File: config.mk
export PLATFORM = sky130hd
export DESIGN_NAME = thor2022_uop_sequencer_flat
export DESIGN_NICKNAME = d
export VERILOG_FILES = /design/src/rtl/thor2022_uop_sequencer_if.sv /design/src/rtl/thor2022_uop_sequencer.sv /design/src/flat_wrapper.sv
export SDC_FILE = /design/constraint.sdc
export NUM_CORES = 1
export LEC_CHECK = 0
export ABC_AREA = 0
export CAP_MARGIN = 5
export CORE_AREA = 10 10 92 114
export CTS_CLUSTER_DIAMETER = 60
export DETAILED_ROUTE_END_ITERATION = 8
export DIE_AREA = 0 0 102 124
export PLACE_DENSITY = 0.94
export SLEW_MARGIN = 10
export SYNTH_ARGS = -nofsm -noshare
export SYNTH_HDL_FRONTEND = slang
export SYNTH_SLANG_ARGS = --single-unit
File: constraint.sdc
create_clock -name clk_i -period 5.4 [get_ports clk_i]
set_input_delay 0.54 -clock clk_i [delete_from_list [all_inputs] [get_ports clk_i]]
set_output_delay 0.54 -clock clk_i [all_outputs]
set_load 0.05 [all_outputs]
File: src/rtl/thor2022_uop_sequencer_if.sv
// Macro-instruction input stream and micro-op output stream of the Thor2022 uop sequencer.
// master = decode/execute environment, slave = sequencer.
interface thor2022_uop_sequencer_if #(
  parameter int unsigned MAXR = 4,
  parameter int unsigned IMMW = 24
);
  logic                mi_valid;
  logic                mi_ready;
  logic [1:0]          mi_kind;
  logic [3:0]          mi_cnt;
  logic [MAXR*5-1:0]   mi_regs;
  logic [19:0]         mi_amt;
  logic [1:0]          mi_lk;
  logic [3:0]          mi_len;

  logic                uop_valid;
  logic                uop_ready;
  logic [2:0]          uop_op;
  logic [4:0]          uop_rd;
  logic [4:0]          uop_rs;
  logic [IMMW-1:0]     uop_imm;
  logic [1:0]          uop_lk;
  logic                uop_last;
  logic [3:0]          uop_incr;

  modport master (
    output mi_valid, mi_kind, mi_cnt, mi_regs, mi_amt, mi_lk, mi_len, uop_ready,
    input  mi_ready, uop_valid, uop_op, uop_rd, uop_rs, uop_imm, uop_lk, uop_last, uop_incr
  );

  modport slave (
    input  mi_valid, mi_kind, mi_cnt, mi_regs, mi_amt, mi_lk, mi_len, uop_ready,
    output mi_ready, uop_valid, uop_op, uop_rd, uop_rs, uop_imm, uop_lk, uop_last, uop_incr
  );
endinterface

File: src/rtl/thor2022_uop_sequencer.sv
// Expands POPM/PUSHM/ENTER/LEAVE macro instructions into one micro-op per cycle.
// Micro-op fields are decoded combinationally from the latched macro and step index.
module thor2022_uop_sequencer #(
  parameter int unsigned MAXR    = 4,
  parameter int unsigned SLOT    = 16,
  parameter int unsigned IMMW    = 24,
  parameter int unsigned SP_REG  = 31,
  parameter int unsigned FP_REG  = 30,
  parameter int unsigned TMP_REG = 3
) (
  input  logic                      clk_i,
  input  logic                      rst_i,
  input  logic                      flush_i,
  thor2022_uop_sequencer_if.slave   bus,
  output logic                      illegal_o
);
  localparam logic [0:0] S_IDLE = 1'b0;
  localparam logic [0:0] S_RUN  = 1'b1;

  localparam logic [1:0] K_POPM  = 2'd0;
  localparam logic [1:0] K_PUSHM = 2'd1;
  localparam logic [1:0] K_ENTER = 2'd2;
  localparam logic [1:0] K_LEAVE = 2'd3;

  localparam logic [2:0] OP_NOP   = 3'd0;
  localparam logic [2:0] OP_LOAD  = 3'd1;
  localparam logic [2:0] OP_STORE = 3'd2;
  localparam logic [2:0] OP_ADDI  = 3'd3;
  localparam logic [2:0] OP_MFLK  = 3'd4;
  localparam logic [2:0] OP_MTLK  = 3'd5;
  localparam logic [2:0] OP_RTS   = 3'd6;

  localparam logic [4:0]      SP  = 5'(SP_REG);
  localparam logic [4:0]      FP  = 5'(FP_REG);
  localparam logic [4:0]      TMP = 5'(TMP_REG);
  localparam logic [IMMW-1:0] SLOT_W = IMMW'(SLOT);

  logic [0:0]        state_q, state_d;
  logic [1:0]        kind_q, kind_d;
  logic [3:0]        cnt_q, cnt_d;
  logic [MAXR*5-1:0] regs_q, regs_d;
  logic [19:0]       amt_q, amt_d;
  logic [1:0]        lk_q, lk_d;
  logic [3:0]        len_q, len_d;
  logic [3:0]        k_q, k_d;
  logic              illegal_q, illegal_d;

  logic              mi_ready;
  logic              accept;
  logic              bad_cnt;
  logic              uop_valid;
  logic [2:0]        op;
  logic [4:0]        rd, rs;
  logic [IMMW-1:0]   imm;
  logic [1:0]        lk;
  logic              last;
  logic [3:0]        sel_idx;
  logic [4:0]        reg_sel;
  logic [IMMW-1:0]   cnt_w, k_w, amt_w;

  assign mi_ready  = (state_q == S_IDLE) && !flush_i;
  assign accept    = bus.mi_valid && mi_ready;
  assign bad_cnt   = (bus.mi_cnt == 4'd0) || (bus.mi_cnt > 4'(MAXR));
  assign uop_valid = (state_q == S_RUN);
  assign cnt_w     = IMMW'(cnt_q);
  assign k_w       = IMMW'(k_q);
  assign amt_w     = IMMW'(amt_q);

  // PUSHM step 0 is the SP adjust, so its register list is offset by one step.
  always_comb begin
    sel_idx = (kind_q == K_PUSHM) ? k_q - 4'd1 : k_q;
    reg_sel = '0;
    for (int unsigned i = 0; i < MAXR; i++) begin
      if (4'(i) == sel_idx) reg_sel = regs_q[i*5 +: 5];
    end
  end

  always_comb begin
    op   = OP_NOP;
    rd   = '0;
    rs   = '0;
    imm  = '0;
    lk   = '0;
    last = 1'b0;
    if (uop_valid) begin
      unique case (kind_q)
        K_POPM: begin
          if (k_q < cnt_q) begin
            op = OP_LOAD; rd = reg_sel; rs = SP; imm = k_w * SLOT_W;
          end else begin
            op = OP_ADDI; rd = SP; rs = SP; imm = cnt_w * SLOT_W; last = 1'b1;
          end
        end
        K_PUSHM: begin
          if (k_q == 4'd0) begin
            op = OP_ADDI; rd = SP; rs = SP; imm = '0 - (cnt_w * SLOT_W);
          end else begin
            op = OP_STORE; rd = reg_sel; rs = SP; imm = (cnt_w - k_w) * SLOT_W;
          end
          last = (k_q == cnt_q);
        end
        K_ENTER: begin
          unique case (k_q)
            4'd0:    begin op = OP_ADDI;  rd = SP;  rs = SP; imm = '0 - (SLOT_W * IMMW'(4)); end
            4'd1:    begin op = OP_STORE; rd = FP;  rs = SP; end
            4'd2:    begin op = OP_MFLK;  rd = TMP; lk = lk_q; end
            4'd3:    begin op = OP_STORE; rd = TMP; rs = SP; imm = SLOT_W; end
            4'd4:    begin op = OP_STORE; rs = SP; imm = SLOT_W * IMMW'(2); end
            4'd5:    begin op = OP_STORE; rs = SP; imm = SLOT_W * IMMW'(3); end
            4'd6:    begin op = OP_ADDI;  rd = FP;  rs = SP; end
            default: begin op = OP_ADDI;  rd = SP;  rs = SP; imm = '0 - amt_w; last = 1'b1; end
          endcase
        end
        default: begin
          unique case (k_q)
            4'd0:    begin op = OP_ADDI; rd = SP;  rs = FP; end
            4'd1:    begin op = OP_LOAD; rd = FP;  rs = SP; end
            4'd2:    begin op = OP_LOAD; rd = TMP; rs = SP; imm = SLOT_W; end
            4'd3:    begin op = OP_MTLK; rs = TMP; lk = lk_q; end
            4'd4:    begin op = OP_ADDI; rd = SP;  rs = SP; imm = amt_w + (SLOT_W * IMMW'(4)); end
            default: begin op = OP_RTS;  lk = lk_q; last = 1'b1; end
          endcase
        end
      endcase
    end
  end

  always_comb begin
    state_d   = state_q;
    kind_d    = kind_q;
    cnt_d     = cnt_q;
    regs_d    = regs_q;
    amt_d     = amt_q;
    lk_d      = lk_q;
    len_d     = len_q;
    k_d       = k_q;
    illegal_d = 1'b0;
    if (flush_i) begin
      state_d = S_IDLE;
    end else if (accept) begin
      kind_d = bus.mi_kind;
      cnt_d  = bus.mi_cnt;
      regs_d = bus.mi_regs;
      amt_d  = bus.mi_amt;
      lk_d   = bus.mi_lk;
      len_d  = bus.mi_len;
      k_d    = '0;
      if ((bus.mi_kind == K_POPM || bus.mi_kind == K_PUSHM) && bad_cnt) illegal_d = 1'b1;
      else                                                              state_d   = S_RUN;
    end else if (uop_valid && bus.uop_ready) begin
      if (last) state_d = S_IDLE;
      else      k_d     = k_q + 4'd1;
    end
  end

  always_ff @(posedge clk_i) begin
    if (rst_i) begin
      state_q   <= S_IDLE;
      kind_q    <= '0;
      cnt_q     <= '0;
      regs_q    <= '0;
      amt_q     <= '0;
      lk_q      <= '0;
      len_q     <= '0;
      k_q       <= '0;
      illegal_q <= 1'b0;
    end else begin
      state_q   <= state_d;
      kind_q    <= kind_d;
      cnt_q     <= cnt_d;
      regs_q    <= regs_d;
      amt_q     <= amt_d;
      lk_q      <= lk_d;
      len_q     <= len_d;
      k_q       <= k_d;
      illegal_q <= illegal_d;
    end
  end

  assign bus.mi_ready  = mi_ready;
  assign bus.uop_valid = uop_valid;
  assign bus.uop_op    = op;
  assign bus.uop_rd    = rd;
  assign bus.uop_rs    = rs;
  assign bus.uop_imm   = imm;
  assign bus.uop_lk    = lk;
  assign bus.uop_last  = last;
  assign bus.uop_incr  = last ? len_q : 4'd0;
  assign illegal_o     = illegal_q;
endmodule

File: src/flat_wrapper.sv
// flat-port wrapper written by rule: the top's interface ports become plain ports
module thor2022_uop_sequencer_flat 
#(
  parameter int unsigned MAXR    = 4,
  parameter int unsigned SLOT    = 16,
  parameter int unsigned IMMW    = 24,
  parameter int unsigned SP_REG  = 31,
  parameter int unsigned FP_REG  = 30,
  parameter int unsigned TMP_REG = 3
)
  (clk_i, rst_i, flush_i, illegal_o, bus_mi_valid, bus_mi_kind, bus_mi_cnt, bus_mi_regs, bus_mi_amt, bus_mi_lk, bus_mi_len, bus_uop_ready, bus_mi_ready, bus_uop_valid, bus_uop_op, bus_uop_rd, bus_uop_rs, bus_uop_imm, bus_uop_lk, bus_uop_last, bus_uop_incr);
  thor2022_uop_sequencer_if #(.MAXR(MAXR), .IMMW(IMMW)) bus_i ();
  input  logic clk_i;
  input  logic rst_i;
  input  logic flush_i;
  output logic illegal_o;
  input wire logic [$bits(bus_i.mi_valid)-1:0] bus_mi_valid;
  input wire logic [$bits(bus_i.mi_kind)-1:0] bus_mi_kind;
  input wire logic [$bits(bus_i.mi_cnt)-1:0] bus_mi_cnt;
  input wire logic [$bits(bus_i.mi_regs)-1:0] bus_mi_regs;
  input wire logic [$bits(bus_i.mi_amt)-1:0] bus_mi_amt;
  input wire logic [$bits(bus_i.mi_lk)-1:0] bus_mi_lk;
  input wire logic [$bits(bus_i.mi_len)-1:0] bus_mi_len;
  input wire logic [$bits(bus_i.uop_ready)-1:0] bus_uop_ready;
  output wire logic [$bits(bus_i.mi_ready)-1:0] bus_mi_ready;
  output wire logic [$bits(bus_i.uop_valid)-1:0] bus_uop_valid;
  output wire logic [$bits(bus_i.uop_op)-1:0] bus_uop_op;
  output wire logic [$bits(bus_i.uop_rd)-1:0] bus_uop_rd;
  output wire logic [$bits(bus_i.uop_rs)-1:0] bus_uop_rs;
  output wire logic [$bits(bus_i.uop_imm)-1:0] bus_uop_imm;
  output wire logic [$bits(bus_i.uop_lk)-1:0] bus_uop_lk;
  output wire logic [$bits(bus_i.uop_last)-1:0] bus_uop_last;
  output wire logic [$bits(bus_i.uop_incr)-1:0] bus_uop_incr;
  assign bus_i.mi_valid = bus_mi_valid;
  assign bus_i.mi_kind = bus_mi_kind;
  assign bus_i.mi_cnt = bus_mi_cnt;
  assign bus_i.mi_regs = bus_mi_regs;
  assign bus_i.mi_amt = bus_mi_amt;
  assign bus_i.mi_lk = bus_mi_lk;
  assign bus_i.mi_len = bus_mi_len;
  assign bus_i.uop_ready = bus_uop_ready;
  assign bus_mi_ready = bus_i.mi_ready;
  assign bus_uop_valid = bus_i.uop_valid;
  assign bus_uop_op = bus_i.uop_op;
  assign bus_uop_rd = bus_i.uop_rd;
  assign bus_uop_rs = bus_i.uop_rs;
  assign bus_uop_imm = bus_i.uop_imm;
  assign bus_uop_lk = bus_i.uop_lk;
  assign bus_uop_last = bus_i.uop_last;
  assign bus_uop_incr = bus_i.uop_incr;
  thor2022_uop_sequencer #(.MAXR(MAXR), .SLOT(SLOT), .IMMW(IMMW), .SP_REG(SP_REG), .FP_REG(FP_REG), .TMP_REG(TMP_REG)) u_core (.clk_i(clk_i), .rst_i(rst_i), .flush_i(flush_i), .bus(bus_i), .illegal_o(illegal_o));
endmodule
== Word-level counts from Yosys, hierarchy flattened ==
Cells that the tools add are included.

* Input port bits: 57
* Flip-flop bits (word level): 58
* Word-level logic and storage cells: 111
* Output and inout port bits: 47

* Add/sub/neg operators: 6
* Reductions and logical operators: 31
* Magnitude comparators: 2
* Bitwise gates (word level): 3
* Eq/ne operators: 15
* Muxes and demuxes: 45

{| class="wikitable"
|+ Operator list
! cell !! count
|-
| one-hot mux 24 bit (5 select lines) || 1
|-
| one-hot mux 24 bit (3 select lines) || 1
|-
| one-hot mux 5 bit (3 select lines) || 4
|-
| 2-to-1 mux 24 bit || 2
|-
| one-hot mux 24 bit (2 select lines) || 1
|-
| 2-to-1 mux 5 bit || 9
|-
| adder 20 x 7 -> 21 bit, second input constant || 1
|-
| subtractor 1 x 20 -> 21 bit, first input constant || 1
|-
| 2-to-1 mux 4 bit || 5
|-
| one-hot mux 3 bit (3 select lines) || 2
|-
| OR reduction 2 bit || 7
|-
| == test 4 x 3 -> 1 bit, second input constant || 3
|-
| logical NOT 4 bit || 3
|-
| 2-to-1 mux 1 bit || 10
|-
| one-hot mux 5 bit (2 select lines) || 1
|-
| OR reduction 3 bit || 3
|-
| subtractor 1 x 8 -> 9 bit, first input constant || 1
|-
| == test 2 x 4 -> 1 bit, first input constant || 2
|-
| == test 4 x 2 -> 1 bit, second input constant || 2
|-
| 2-to-1 mux 2 bit || 4
|-
| 2-to-1 mux 8 bit || 1
|-
| OR reduction 4 bit || 2
|-
| OR reduction 7 bit || 1
|-
| one-hot mux 3 bit (2 select lines) || 1
|-
| other kinds (24) || 34
|}

== Logic depth before layout (Yosys ltp) ==
* Word-level depth: 10
* Mapped depth: 12
* Mapped depth without buffers: 10

== Worst setup path after synthesis ==
Ideal clock, no wire load.

* Path kind: register to output
* Start: reg u_core.k_q[0]
* End: out bus_uop_rs[3]
* Path buffers: 3
* Setup slack: 1.415 ns
* Stages on the path, launching flop included: 11
* Data required time: 4.860 ns
* Arrival time: 3.445 ns
* Path through: dfxtp_1 -> buf_1 -> inv_1 -> ha_1 -> clkbuf_1 -> or2_1 -> o21ai_0 -> nand2b_1 -> nor2b_1 -> nor2b_1 -> buf_4

* Cells in the longest elaborated chain, start to end: 5
* Elaborated cells between the ends (all ways): 10
* Classes of those cells: 4 x eq/ne; 4 x mux; 2 x reduce/logical

{| class="wikitable"
|+ Ends and longest elaborated chain
! what !! line !! RTL
|-
| start: declaration || thor2022_uop_sequencer.sv:45 || <nowiki>logic [3:0] k_q, k_d;</nowiki>
|-
| start signal: assignment || thor2022_uop_sequencer.sv:175 || <nowiki>k_q <= k_d;</nowiki>
|-
| == test 4 x 1 -> 1 bit (tied with other cells) || thor2022_uop_sequencer.sv:115 || <nowiki>unique case (k_q)</nowiki>
|-
| OR reduction 3 bit (no line) || -- ||
|-
| one-hot mux 5 bit (3 select lines) || thor2022_uop_sequencer.sv:115 ||
|-
| one-hot mux 5 bit (2 select lines) (*) || thor2022_uop_sequencer.sv:86 || <nowiki>unique case (kind_q)</nowiki>
|-
| 2-to-1 mux 5 bit (*) || thor2022_uop_sequencer.sv:85 || <nowiki>if (uop_valid) begin</nowiki>
|-
| end: declaration || flat_wrapper.sv:29 || <nowiki>output wire logic [$bits(bus_i.uop_rs)-1:0] bus_uop_rs;</nowiki>
|}

Mark *: on every way between the ends. The rest lies on a longest branch, timed or not.

== Worst setup path after layout ==
* Start: reg u_core.k_q[2]
* End: out bus_uop_rd[0]

* Cells in the longest elaborated chain, start to end: 10
* Elaborated cells between the ends (all ways): 28
* Classes of those cells: 1 x add/sub; 1 x order compare; 9 x eq/ne; 11 x mux; 6 x reduce/logical

{| class="wikitable"
|+ Ends and longest elaborated chain
! what !! line !! RTL
|-
| subtractor 4 x 1 -> 4 bit || thor2022_uop_sequencer.sv:71 || <nowiki>sel_idx = (kind_q == K_PUSHM) ? k_q - 4'd1 : k_q;</nowiki>
|-
| 2-to-1 mux 4 bit || thor2022_uop_sequencer.sv:71 ||
|-
| logical NOT 4 bit || thor2022_uop_sequencer.sv:74 || <nowiki>if (4'(i) == sel_idx) reg_sel = regs_q[i*5 +: 5];</nowiki>
|-
| 2-to-1 mux 5 bit (4 in a row) || thor2022_uop_sequencer.sv:74 ||
|-
| 2-to-1 mux 5 bit (on tied branches) || thor2022_uop_sequencer.sv:95, thor2022_uop_sequencer.sv:88 ||
|-
| one-hot mux 5 bit (3 select lines) (*) || thor2022_uop_sequencer.sv:86 ||
|-
| 2-to-1 mux 5 bit (*) || thor2022_uop_sequencer.sv:85 ||
|-
| end: declaration || flat_wrapper.sv:28 || <nowiki>output wire logic [$bits(bus_i.uop_rd)-1:0] bus_uop_rd;</nowiki>
|}

Marks and branches as above.

==> PnR_summary.wiki <==
{| class="wikitable"
! Metric !! Value
|-
| Buffer levels on the longest clock path || 2
|-
| Die outline width || 102 um
|-
| Post-synthesis cell count || 673
|-
| Mapped Area || 4470 um^2
|-
| Total of warnings raised by yosys || 0
|-
| Global-route wire length before repair || 24200 um
|-
| Critical-path maximum fanout || 21
|-
| Data required time at the worst endpoint || 4.86 ns
|-
| Number of enable flip-flop cells after synthesis || 0
|-
| Sequential element share of the synthesized area || 26.0%
|-
| Number of pins with negative max-slew slack in the final report || 0
|-
| Clock sink count || 58
|-
| Post-detailed-routing wire length || 15400 um
|-
| Switching Share || 29.6%
|-
| Post-route cell area || 5660 um^2
|-
| Number of design rule violations left after detail routing || 0
|-
| Seq. cell area || 1160 um^2
|-
| Number of DRC markers in iteration 0 || 448
|-
| Maximum achievable frequency || 208 MHz
|-
| Resize count post-CTS || 0
|-
| Proportion of power drawn by the clock network || 38.3%
|-
| Sequential cell fraction of total power || 39.9%
|-
| GRT Util Overall || 23.9%
|-
| Result of the run || finished, final reports clean
|-
| Proportion of layout cells with a drive suffix above 1 || 4.96%
|-
| Endpoint, Worst Hold || u_core.regs_q[15]
|-
| Final setup viols || 0
|-
| Switching power || 0.351 mW
|-
| Via density per instance || 5.99
|-
| Final antenna diode count || 0
|-
| CTS tree || built
|-
| Post-synthesis async set-or-reset flop share || 0%
|-
| Final antenna-violating net count || 0
|-
| Worst slew margin relative to its limit || 30.2%
|-
| Power per cell area || 209 nW/um^2
|-
| Number of storage elements in the synthesis netlist || 58
|-
| Number of placed I/O pins || 104
|-
| Routability congestion estimate from global placement || 0.959
|-
| Initial core utilization || 54.2%
|-
| Number of clock buffers inserted by TritonCTS || 9
|-
| Routed wirelength normalized by instance count || 18.2 um
|-
| Placed inst area || 5430 um^2
|-
| Final hold vios || 0
|-
| Mapped Nets || 744
|-
| Most used flip-flop cell after synthesis || sky130_fd_sc_hd__dfxtp_1
|-
| Data arrival time of the critical path || 4.26 ns
|-
| Commonest non-fill, non-tap cells in the layout || 155 x sky130_fd_sc_hd__nand2_1, 102 x sky130_fd_sc_hd__clkdlybuf4s50_1, 87 x sky130_fd_sc_hd__a21oi_1
|-
| Die boundary height || 124 um
|-
| Reg2Reg Depth || 8
|-
| Synth unique cells || 67
|-
| Setup_tns || 0 ns
|-
| Worst IR drop on VDD || 185 uV
|-
| Crit path time final || 4.80 ns
|-
| Buffer type at the clock tree root || sky130_fd_sc_hd__clkbuf_8
|-
| CTS Hold Bufs || 0
|-
| Unrepaired setup endpoints after global routing || false
|-
| R2r endpoint || u_core.k_q[3]
|-
| Detailed-routing iteration count for the pre-antenna-repair pass || 6
|-
| Launching element type of the critical path || register
|-
| Startpoint of the worst register-to-register path || u_core.k_q[2]
|-
| Source-to-sink clock delay at the later pin of the worst-skew pair || 0.36 ns
|-
| Mapped Avg Cell Area || 6.64 um^2
|-
| FILL cells || 703
|-
| Area growth from synthesis to final layout || 26.8%
|-
| Worst Path Class, Setup || reg2out
|-
| Rows || 37
|-
| Worst hold path cell count || 2
|-
| Crit path capture type || output port
|-
| Vias post-DR || 5046
|-
| Source of the worst hold timing path || u_core.regs_q[15]
|-
| Path category of the worst min-delay check || reg2reg
|-
| Internal Pwr Total || 0.833 mW
|-
| Layout Skew || 0.0116 ns
|-
| Measured slew at the worst slew-check pin || 1.05 ns
|-
| Number of nets in the layout || 812
|-
| Vias in the first global route || 4877
|-
| Quantity of I/O buffers inserted on ports || 103
|-
| Worst hold margin || 0.458 ns
|-
| Gr ovfl total || 0
|-
| Buffers inserted by post-CTS timing repair || 0
|-
| HPWL after detailed placement || 11700 um
|-
| Initial antenna violation count || 0
|-
| Reg-to-reg slack, setup || 2.34 ns
|-
| Leakage power total || 2.04 nW
|-
| Total of max-cap violations || 0
|-
| Footprint of the multi-input gates || 2980 um^2
|-
| Part of the total power dissipated in combinational logic || 21.8%
|-
| CTS clock-pin slew for the worst setup and hold paths || 0.07 ns
|-
| Most common library cell in the layout ignoring fill and taps || sky130_fd_sc_hd__nand2_1
|-
| Die Outline Area || 12600 um^2
|-
| Share of the cycle needed by the critical path after routing || 88.9%
|-
| H-tree lvl count || 3
|-
| Area of the core || 8240 um^2
|-
| Largest net degree at the start of global routing || 60
|}
## per-layer routing
layer	vias up	share of wire, %	GRT usage [%]
met4	0	4.2	12.5
met2	231	48	40.6
met3	49	7.5	6.54
li1	2447	-	-
met5	-	0	0
met1	2319	40	26.8
## power groups by stage
stage / clock network (mW) / logic (mW) / registers [mW]
6_report: 0.453 / 0.258 / 0.473
5_1_grt: 0.480 / 0.282 / 0.475
4_1_cts: 0.461 / 0.256 / 0.471
3_5_place_dp: 0 / 0.255 / 0.481
3_3_place_gp: 0 / 0.249 / 0.480
2_1_floorplan: 0 / 0.174 / 0.468
## layout make-up
cell class | count | area share [%]
timing repair buffer | 109 | 18.9
multi-input combinational | 537 | 52.7
clock inverter | 6 | 1.59
tap | 97 | 2.14
clock buffer | 10 | 2.43
sequential | 58 | 20.5
inverter | 26 | 1.72
## worst max-delay path: stages, from the launching register on
cell and delay [ns]:
sky130_fd_sc_hd__dfxtp_1 0.77, sky130_fd_sc_hd__inv_1 0.31, sky130_fd_sc_hd__ha_1 0.42, sky130_fd_sc_hd__or2_2 0.31, sky130_fd_sc_hd__o311a_1 0.16, sky130_fd_sc_hd__a311oi_1 0.76, sky130_fd_sc_hd__a22oi_1 0.15, sky130_fd_sc_hd__a21oi_1 0.18
sky130_fd_sc_hd__clkdlybuf4s50_1 0.84
## logic make-up (layout without fill, tap and decap cells)
kind of cell               Yosys count  count (layout)  synth area share, %
AOI/OAI and AO/OA                  167             167                 22.4
buffers and inverters               78             151                 7.40
xor gates and xnor gates            34              34                 6.67
adders and majority gates           14              14                 4.09
muxes                                7               7                 1.71
and+or+nand+nor                    315             315                 31.7
DFF                                 58              58                 26.0
## cell usage after synthesis, types with 13 or more instances
cell / n / area, um^2
sky130_fd_sc_hd__nand2_1: 155 / 582
sky130_fd_sc_hd__a21oi_1: 87 / 435
sky130_fd_sc_hd__dfxtp_1: 58 / 1160
sky130_fd_sc_hd__nor2_1: 54 / 203
sky130_fd_sc_hd__clkbuf_1: 35 / 131
sky130_fd_sc_hd__nor3_1: 35 / 175
sky130_fd_sc_hd__inv_1: 25 / 93.8
sky130_fd_sc_hd__o21ai_0: 25 / 125
sky130_fd_sc_hd__xnor2_1: 21 / 184
sky130_fd_sc_hd__nand3_1: 14 / 70.1
sky130_fd_sc_hd__ha_1: 13 / 163
sky130_fd_sc_hd__xor2_1: 13 / 114
## stage by stage
| step | total power [mW] | utilization (%) | setup WS, ns | instances |
|---|---|---|---|---|
| after floorplan | 0.641 | - | 1.42 | 673 |
| after global placement | 0.729 | 65.9 | 1.18 | 827 |
| after detailed placement | 0.736 | 65.9 | 1.07 | 827 |
| after CTS | 1.19 | 68.7 | 0.653 | 843 |
| after global routing | 1.24 | 68.7 | 0.333 | 843 |
| final | 1.18 | 68.7 | 0.597 | 843 |
## sequential cells by signal (all words and copies together), names as in the netlist
signal,count
u_core.amt_q,20
u_core.bus.uop_valid,1
u_core.cnt_q,4
u_core.illegal_o,1
u_core.k_q,4
u_core.kind_q,2
u_core.len_q,4
u_core.lk_q,2
u_core.regs_q,20
## worst max path at each step
stage,start,endpoint,cells after the start
CTS,u_core.k_q[2],bus_uop_rd[0],8
finish,u_core.k_q[2],bus_uop_rd[0],8
detailed placement,u_core.k_q[1],bus_uop_imm[16],9
floorplan,u_core.k_q[0],bus_uop_rs[3],10
global placement,u_core.k_q[2],bus_uop_rd[0],8
global route,u_core.k_q[1],bus_uop_imm[12],9
Note: power is estimated with default switching activity, not from simulation.
